==> src/rtl/fir_mac_seq_ctrl.sv <==
// Sequencer for a pre-adder symmetric-FIR MAC: shift, walk tap pairs plus centre, flag the result.
// Optional macro FIR_MAC_CTRL_COEF_BANK_EN adds iCoeffBank and a bank MSB on oCoeffAddr.
module fir_mac_seq_ctrl #(
  parameter int TAPS = 33,
  localparam int NPAIR = (TAPS - 1) / 2,
  localparam int TAP_W = $clog2(TAPS),
  localparam int CA_W  = $clog2(NPAIR + 1)
) (
  input  logic             iClk12M,
  input  logic             iRsn,
  input  logic             iCtrlEn,
  input  logic             iSampleEn,
  input  logic             iOvrClr,
`ifdef FIR_MAC_CTRL_COEF_BANK_EN
  input  logic             iCoeffBank,
  output logic [CA_W:0]    oCoeffAddr,
`else
  output logic [CA_W-1:0]  oCoeffAddr,
`endif
  output logic             oReady,
  output logic             oShift,
  output logic [TAP_W-1:0] oHeadSel,
  output logic [TAP_W-1:0] oTailSel,
  output logic             oEnAdd,
  output logic             oEnAcc,
  output logic             oEnMul,
  output logic             oIsCenter,
  output logic             oOutValid,
  output logic             oOverrun
);

`ifdef FIR_MAC_CTRL_COEF_BANK_EN
  localparam int AW = CA_W + 1;
`else
  localparam int AW = CA_W;
`endif

  typedef enum logic [1:0] {
    ST_IDLE  = 2'd0,
    ST_SHIFT = 2'd1,
    ST_MAC   = 2'd2,
    ST_DONE  = 2'd3
  } state_t;

  state_t           r_state;
  logic [CA_W-1:0]  r_cnt;
  logic             r_ovr;
  logic             w_strobe;
  logic             w_busy;
  logic             w_accept;
  logic             w_last;
  logic [TAP_W-1:0] w_cnt_ext;
  logic [AW-1:0]    w_addr;

  assign w_strobe  = iCtrlEn & iSampleEn;
  assign w_busy    = (r_state == ST_SHIFT) | (r_state == ST_MAC);
  assign w_accept  = w_strobe & ((r_state == ST_IDLE) | (r_state == ST_DONE));
  assign w_last    = (r_cnt >= CA_W'(NPAIR));
  assign w_cnt_ext = TAP_W'(r_cnt);

`ifdef FIR_MAC_CTRL_COEF_BANK_EN
  logic r_bank;

  // Bank is latched only when a strobe is accepted, so it stays fixed for the whole sequence
  always_ff @(posedge iClk12M or negedge iRsn) begin
    if (!iRsn) begin
      r_bank <= 1'b0;
    end else if (w_accept) begin
      r_bank <= iCoeffBank;
    end else begin
      r_bank <= r_bank;
    end
  end

  assign w_addr = {r_bank, r_cnt};
`else
  assign w_addr = r_cnt;
`endif

  // Sequence state and tap counter; dropping iCtrlEn aborts to IDLE from anywhere
  always_ff @(posedge iClk12M or negedge iRsn) begin
    if (!iRsn) begin
      r_state <= ST_IDLE;
      r_cnt   <= {CA_W{1'b0}};
    end else if (!iCtrlEn) begin
      r_state <= ST_IDLE;
      r_cnt   <= {CA_W{1'b0}};
    end else begin
      case (r_state)
        ST_IDLE: begin
          r_state <= iSampleEn ? ST_SHIFT : ST_IDLE;
          r_cnt   <= {CA_W{1'b0}};
        end
        ST_SHIFT: begin
          r_state <= ST_MAC;
          r_cnt   <= {CA_W{1'b0}};
        end
        ST_MAC: begin
          if (w_last) begin
            r_state <= ST_DONE;
            r_cnt   <= {CA_W{1'b0}};
          end else begin
            r_state <= ST_MAC;
            r_cnt   <= r_cnt + {{(CA_W-1){1'b0}}, 1'b1};
          end
        end
        ST_DONE: begin
          r_state <= iSampleEn ? ST_SHIFT : ST_IDLE;
          r_cnt   <= {CA_W{1'b0}};
        end
        default: begin
          r_state <= ST_IDLE;
          r_cnt   <= {CA_W{1'b0}};
        end
      endcase
    end
  end

  // Sticky overrun; a new overrun beats a simultaneous clear
  always_ff @(posedge iClk12M or negedge iRsn) begin
    if (!iRsn) begin
      r_ovr <= 1'b0;
    end else if (w_strobe & w_busy) begin
      r_ovr <= 1'b1;
    end else if (iOvrClr) begin
      r_ovr <= 1'b0;
    end else begin
      r_ovr <= r_ovr;
    end
  end

  // Moore decode of the registered state and counter
  always_comb begin
    oReady     = 1'b0;
    oShift     = 1'b0;
    oHeadSel   = {TAP_W{1'b0}};
    oTailSel   = {TAP_W{1'b0}};
    oCoeffAddr = {AW{1'b0}};
    oEnAdd     = 1'b0;
    oEnAcc     = 1'b0;
    oEnMul     = 1'b0;
    oIsCenter  = 1'b0;
    oOutValid  = 1'b0;
    case (r_state)
      ST_IDLE:  oReady = 1'b1;
      ST_SHIFT: oShift = 1'b1;
      ST_MAC: begin
        oEnMul     = 1'b1;
        oHeadSel   = w_cnt_ext;
        oCoeffAddr = w_addr;
        oEnAdd     = (r_cnt == {CA_W{1'b0}});
        oEnAcc     = (r_cnt != {CA_W{1'b0}});
        if (w_last) begin
          oTailSel  = TAP_W'(NPAIR);
          oIsCenter = 1'b1;
        end else begin
          oTailSel  = TAP_W'(TAPS - 1) - w_cnt_ext;
          oIsCenter = 1'b0;
        end
      end
      ST_DONE: begin
        oReady    = 1'b1;
        oOutValid = 1'b1;
      end
      default: oReady = 1'b0;
    endcase
  end

  assign oOverrun = r_ovr;

endmodule

==> config.mk <==
export PLATFORM = sky130hd
export DESIGN_NAME = fir_mac_seq_ctrl
export DESIGN_NICKNAME = d
export VERILOG_FILES = /design/src/rtl/fir_mac_seq_ctrl.sv
export SDC_FILE = /design/constraint.sdc
export NUM_CORES = 1
export LEC_CHECK = 0
export CORE_UTILIZATION = 38
export CTS_CLUSTER_SIZE = 40
export DETAILED_ROUTE_END_ITERATION = 7
export GPL_TIMING_DRIVEN = 1
export PLACE_DENSITY = 0.77
export SLEW_MARGIN = 40
export SYNTH_ARGS = -nofsm -noshare
export SYNTH_HDL_FRONTEND = slang
export SYNTH_SLANG_ARGS = --single-unit
==> constraint.sdc <==
create_clock -name iClk12M -period 2 [get_ports iClk12M]
set_clock_uncertainty 0.1 [all_clocks]
set_input_delay 0.4 -clock iClk12M [delete_from_list [all_inputs] [get_ports iClk12M]]
set_output_delay 0.4 -clock iClk12M [all_outputs]
set_load 0.03 [all_outputs]
==> results.py <==
metrics = {
    "timing": {
        "report.final.setup_viol": 0,
        "hold_viol_final": 0,
        "rsz_0062_raised_after_global_routing": "true",
        "max_freq_ghz": 0.510,
        "final_min_period_over_clock_period": 0.980,
        "maxSlewViolCount": 0,
        "fin_tns_setup_ps": 0,
        "final.min_clock_period_ps": 1960,
    },
    "clock_tree": {
        "clock_tree.htree_level_count": 1,
        "tritoncts_clock_tree": "built",
        "cts_hold_buffers": 0,
        "ctsLongestPathBuffers": 2,
        "ctsRootBufferMaster": "clkbuf_4",
        "clock_sinks": 8,
        "cts.clk_slew.worst_paths_ps": 50,
        "clk_lat_worst_skew_ps": 240,
        "cts-buffers-inserted": 3,
    },
    "place": {
        "post-dp-hpwl_um": 970,
        "place_congestion": 0.764,
        "buffer_ports.inserted": 28,
    },
    "drt": {
        "drt-initial-drc-count": 1,
        "routedWlPerCell_um": 10.6,
        "drt_drc_violations_left": 0,
        "dr.pass1.iters": 4,
        "via_per_inst": 4.88,
        "routed_antenna_nets": 0,
        "drt_wirelength_um": 1150,
        "num_vias": 532,
    },
    "worst_setup_path": {
        "worst-r2r-setup-slack_ps": 770,
        "worst_setup_path_end_kind": "output port",
        "timing.rr.start": "r_state[0]$_DFF_PN0_",
        "count_of_cells_along_the_worst_register_to_register_path": 5,
        "crit-reg2reg-capture": "r_state[0]$_DFF_PN0_",
        "critical_path_peak_fanout": 7,
        "setup.worst_path.class": "reg2out",
        "crit_start_category": "register",
        "critPathLaunch": "r_cnt[2]$_DFF_PN0_",
        "worst-endpoint-required_ps": 1500,
        "data_arrival_critical_path_ps": 1460,
    },
    "layout": {
        "multi_input_area_um2": 348,
        "drive_gt1_frac": 0.489,
        "fill_cells": 129,
        "ff_latch_area_um2": 200,
        "antenna_cells": 0,
        "area_growth_syn_to_layout_pct": 52.1,
        "layout.nets": 107,
    },
    "yosys": {
        "post_synth.cell_area_avg_um2": 9.49,
        "post_synth_cell_types": 29,
        "total_of_warnings_raised_by_yosys": 0,
        "sequential_share_of_the_synthesized_area": 0.335,
        "synth_area_leaders": "dfrtp_1, ha_1, buf_4",
        "synth_nets": 74,
        "syn-cell-area_um2": 598,
        "syn-instance-count": 63,
        "yosys.area.top_type_share": 0.335,
        "synth_top_cell_by_area": "dfrtp_1",
        "post_synthesis_sequential_element_count": 8,
    },
    "power_and_ir_drop": {
        "peakVddDrop_mv": 0.280,
        "total_power_uw": 445,
        "power_dens_cells_nw_per_um2": 489,
        "p_leak_uw": 0.000453,
    },
    "min_path": {
        "hold_path_class": "in2async",
    },
    "grt": {
        "antenna_violations_before_repair": 0,
        "grt_pass1_vias": 527,
        "grt_max_degree": 10,
        "grt_util_all_layers": 0.158,
        "gr-total-overflow": 0,
        "wire_length_of_the_first_global_routing_pass_um": 2170,
    },
    "die": {
        "die_area_um2": 1740,
        "die_h_um": 41.7,
        "floorplan.initialDensity": 0.433,
        "row_count": 13,
        "die_width_um": 41.7,
        "io_pins": 30,
        "placeable_core_region_um2": 1380,
    },
    "flow_run": {
        "cap_viol_max_count": 0,
    },
    "status": {
        "run_status": "completed",
    },
}
[area by class of cell]
type                            instances  share of cell area
Multi-Input combinational cell         39               0.382
Timing Repair Buffer                   38               0.327
Sequential cell                         8               0.220
Clock buffer                            3              0.0248
Inverter                                6              0.0248
Tap cell                               15              0.0206
[worst max path at each step]
stage / end / slack [ps] / cells after the start
after floorplan: oTailSel[1] / 50 / 4
after detailed placement: oEnAcc / 30 / 4
after CTS: oTailSel[3] / 4 / 4
after global placement: oTailSel[4] / 60 / 4
final: oTailSel[3] / 40 / 4
after global routing: oTailSel[3] / -40 / 4
[per-stage QoR]
stage,cells,utilization,hold slack [ps],cell area [um2],worst slack (ps)
after global placement,106,0.646,401,893,58.5
final,109,0.658,329,910,39.5
after floorplan,63,-,4.41,634,53.4
after detailed placement,106,0.646,403,893,26.4
after CTS,109,0.657,333,908,3.51
after global routing,109,0.658,346,910,-39.3
[sequential cells by signal, indices dropped and copies added (netlist names)]
| register | cells |
|---|---|
| r_state | 2 |
| oOverrun | 1 |
| r_cnt | 5 |
[cell usage after synthesis]
| library cell | instances |
|---|---|
| nand3b_1 | 1 |
| buf_6 | 1 |
| a22o_1 | 1 |
| and2_1 | 4 |
| nor4_1 | 1 |
| ha_1 | 6 |
| and4_1 | 1 |
| nor2b_1 | 1 |
| conb_1 | 1 |
| a21boi_0 | 2 |
| a22oi_1 | 1 |
| clkbuf_1 | 1 |
| mux2i_1 | 1 |
| nor2_1 | 4 |
| and2_2 | 1 |
| and3_1 | 1 |
| dfrtp_1 | 8 |
| xnor2_1 | 1 |
| nor3b_1 | 4 |
| o31a_1 | 1 |
| nor3_1 | 1 |
| nand3_1 | 2 |
| buf_2 | 1 |
| nand4b_1 | 1 |
| xor2_1 | 1 |
| buf_4 | 7 |
| nor4b_1 | 1 |
| inv_1 | 6 |
| nand4bb_1 | 1 |
[metal layers]
layer	track usage	up-vias	share of wire
met2	0.272	27	0.50
met1	0.193	233	0.42
li1	-	272	-
met3	0.0174	0	0.077
met4	0.0774	0	0
met5	0	-	0
[placed cells by master, fill, tap and decap left out, types with 2 or more instances in the layout]
cell and count:
dfrtp_1 8, nor2_1 4, clkbuf_2 3, clkbuf_4 3
nor3b_2 2, and2_2 5, ha_1 4, dlygate4sd2_1 3
inv_1 6, a21boi_2 2, ha_2 2, clkdlybuf4s50_1 5
nand3_1 2, buf_4 26
[timing repair]
item | 4_1_cts | 5_1_grt
setup buffers | 0 | 0
resized for setup | 6 | 9
cloned | 0 | 0
endpoints found under the setup margin | 6 | 6
endpoints found under the hold margin | 0 | 0
[report_power, final]
part | total, uW | leakage (uW) | internal (uW) | switching [uW]
Sequential | 177 | 0.000110 | 171 | 6.11
Combinational | 153 | 0.000329 | 65.2 | 88.2
Clock | 114 | 0.0000138 | 68.1 | 46.3
Total | 445 | 0.000453 | 304 | 141
[kinds of logic after synthesis]
| group | synth area share |
|---|---|
| mux | 0.0167 |
| compound gates | 0.0669 |
| fa+ha+maj | 0.126 |
| xor+xnor | 0.0293 |
| flops | 0.335 |
| other cells | 0.00627 |
| simple gates | 0.262 |
| buf+inv | 0.159 |
[worst max-delay path: stages (launching register included)]
cell	delay (ps)
dfrtp_1	380
buf_6	140
o31a_1	290
nor4b_2	210
buf_4	200
No activity file was read; power rests on OpenSTA's default activity.
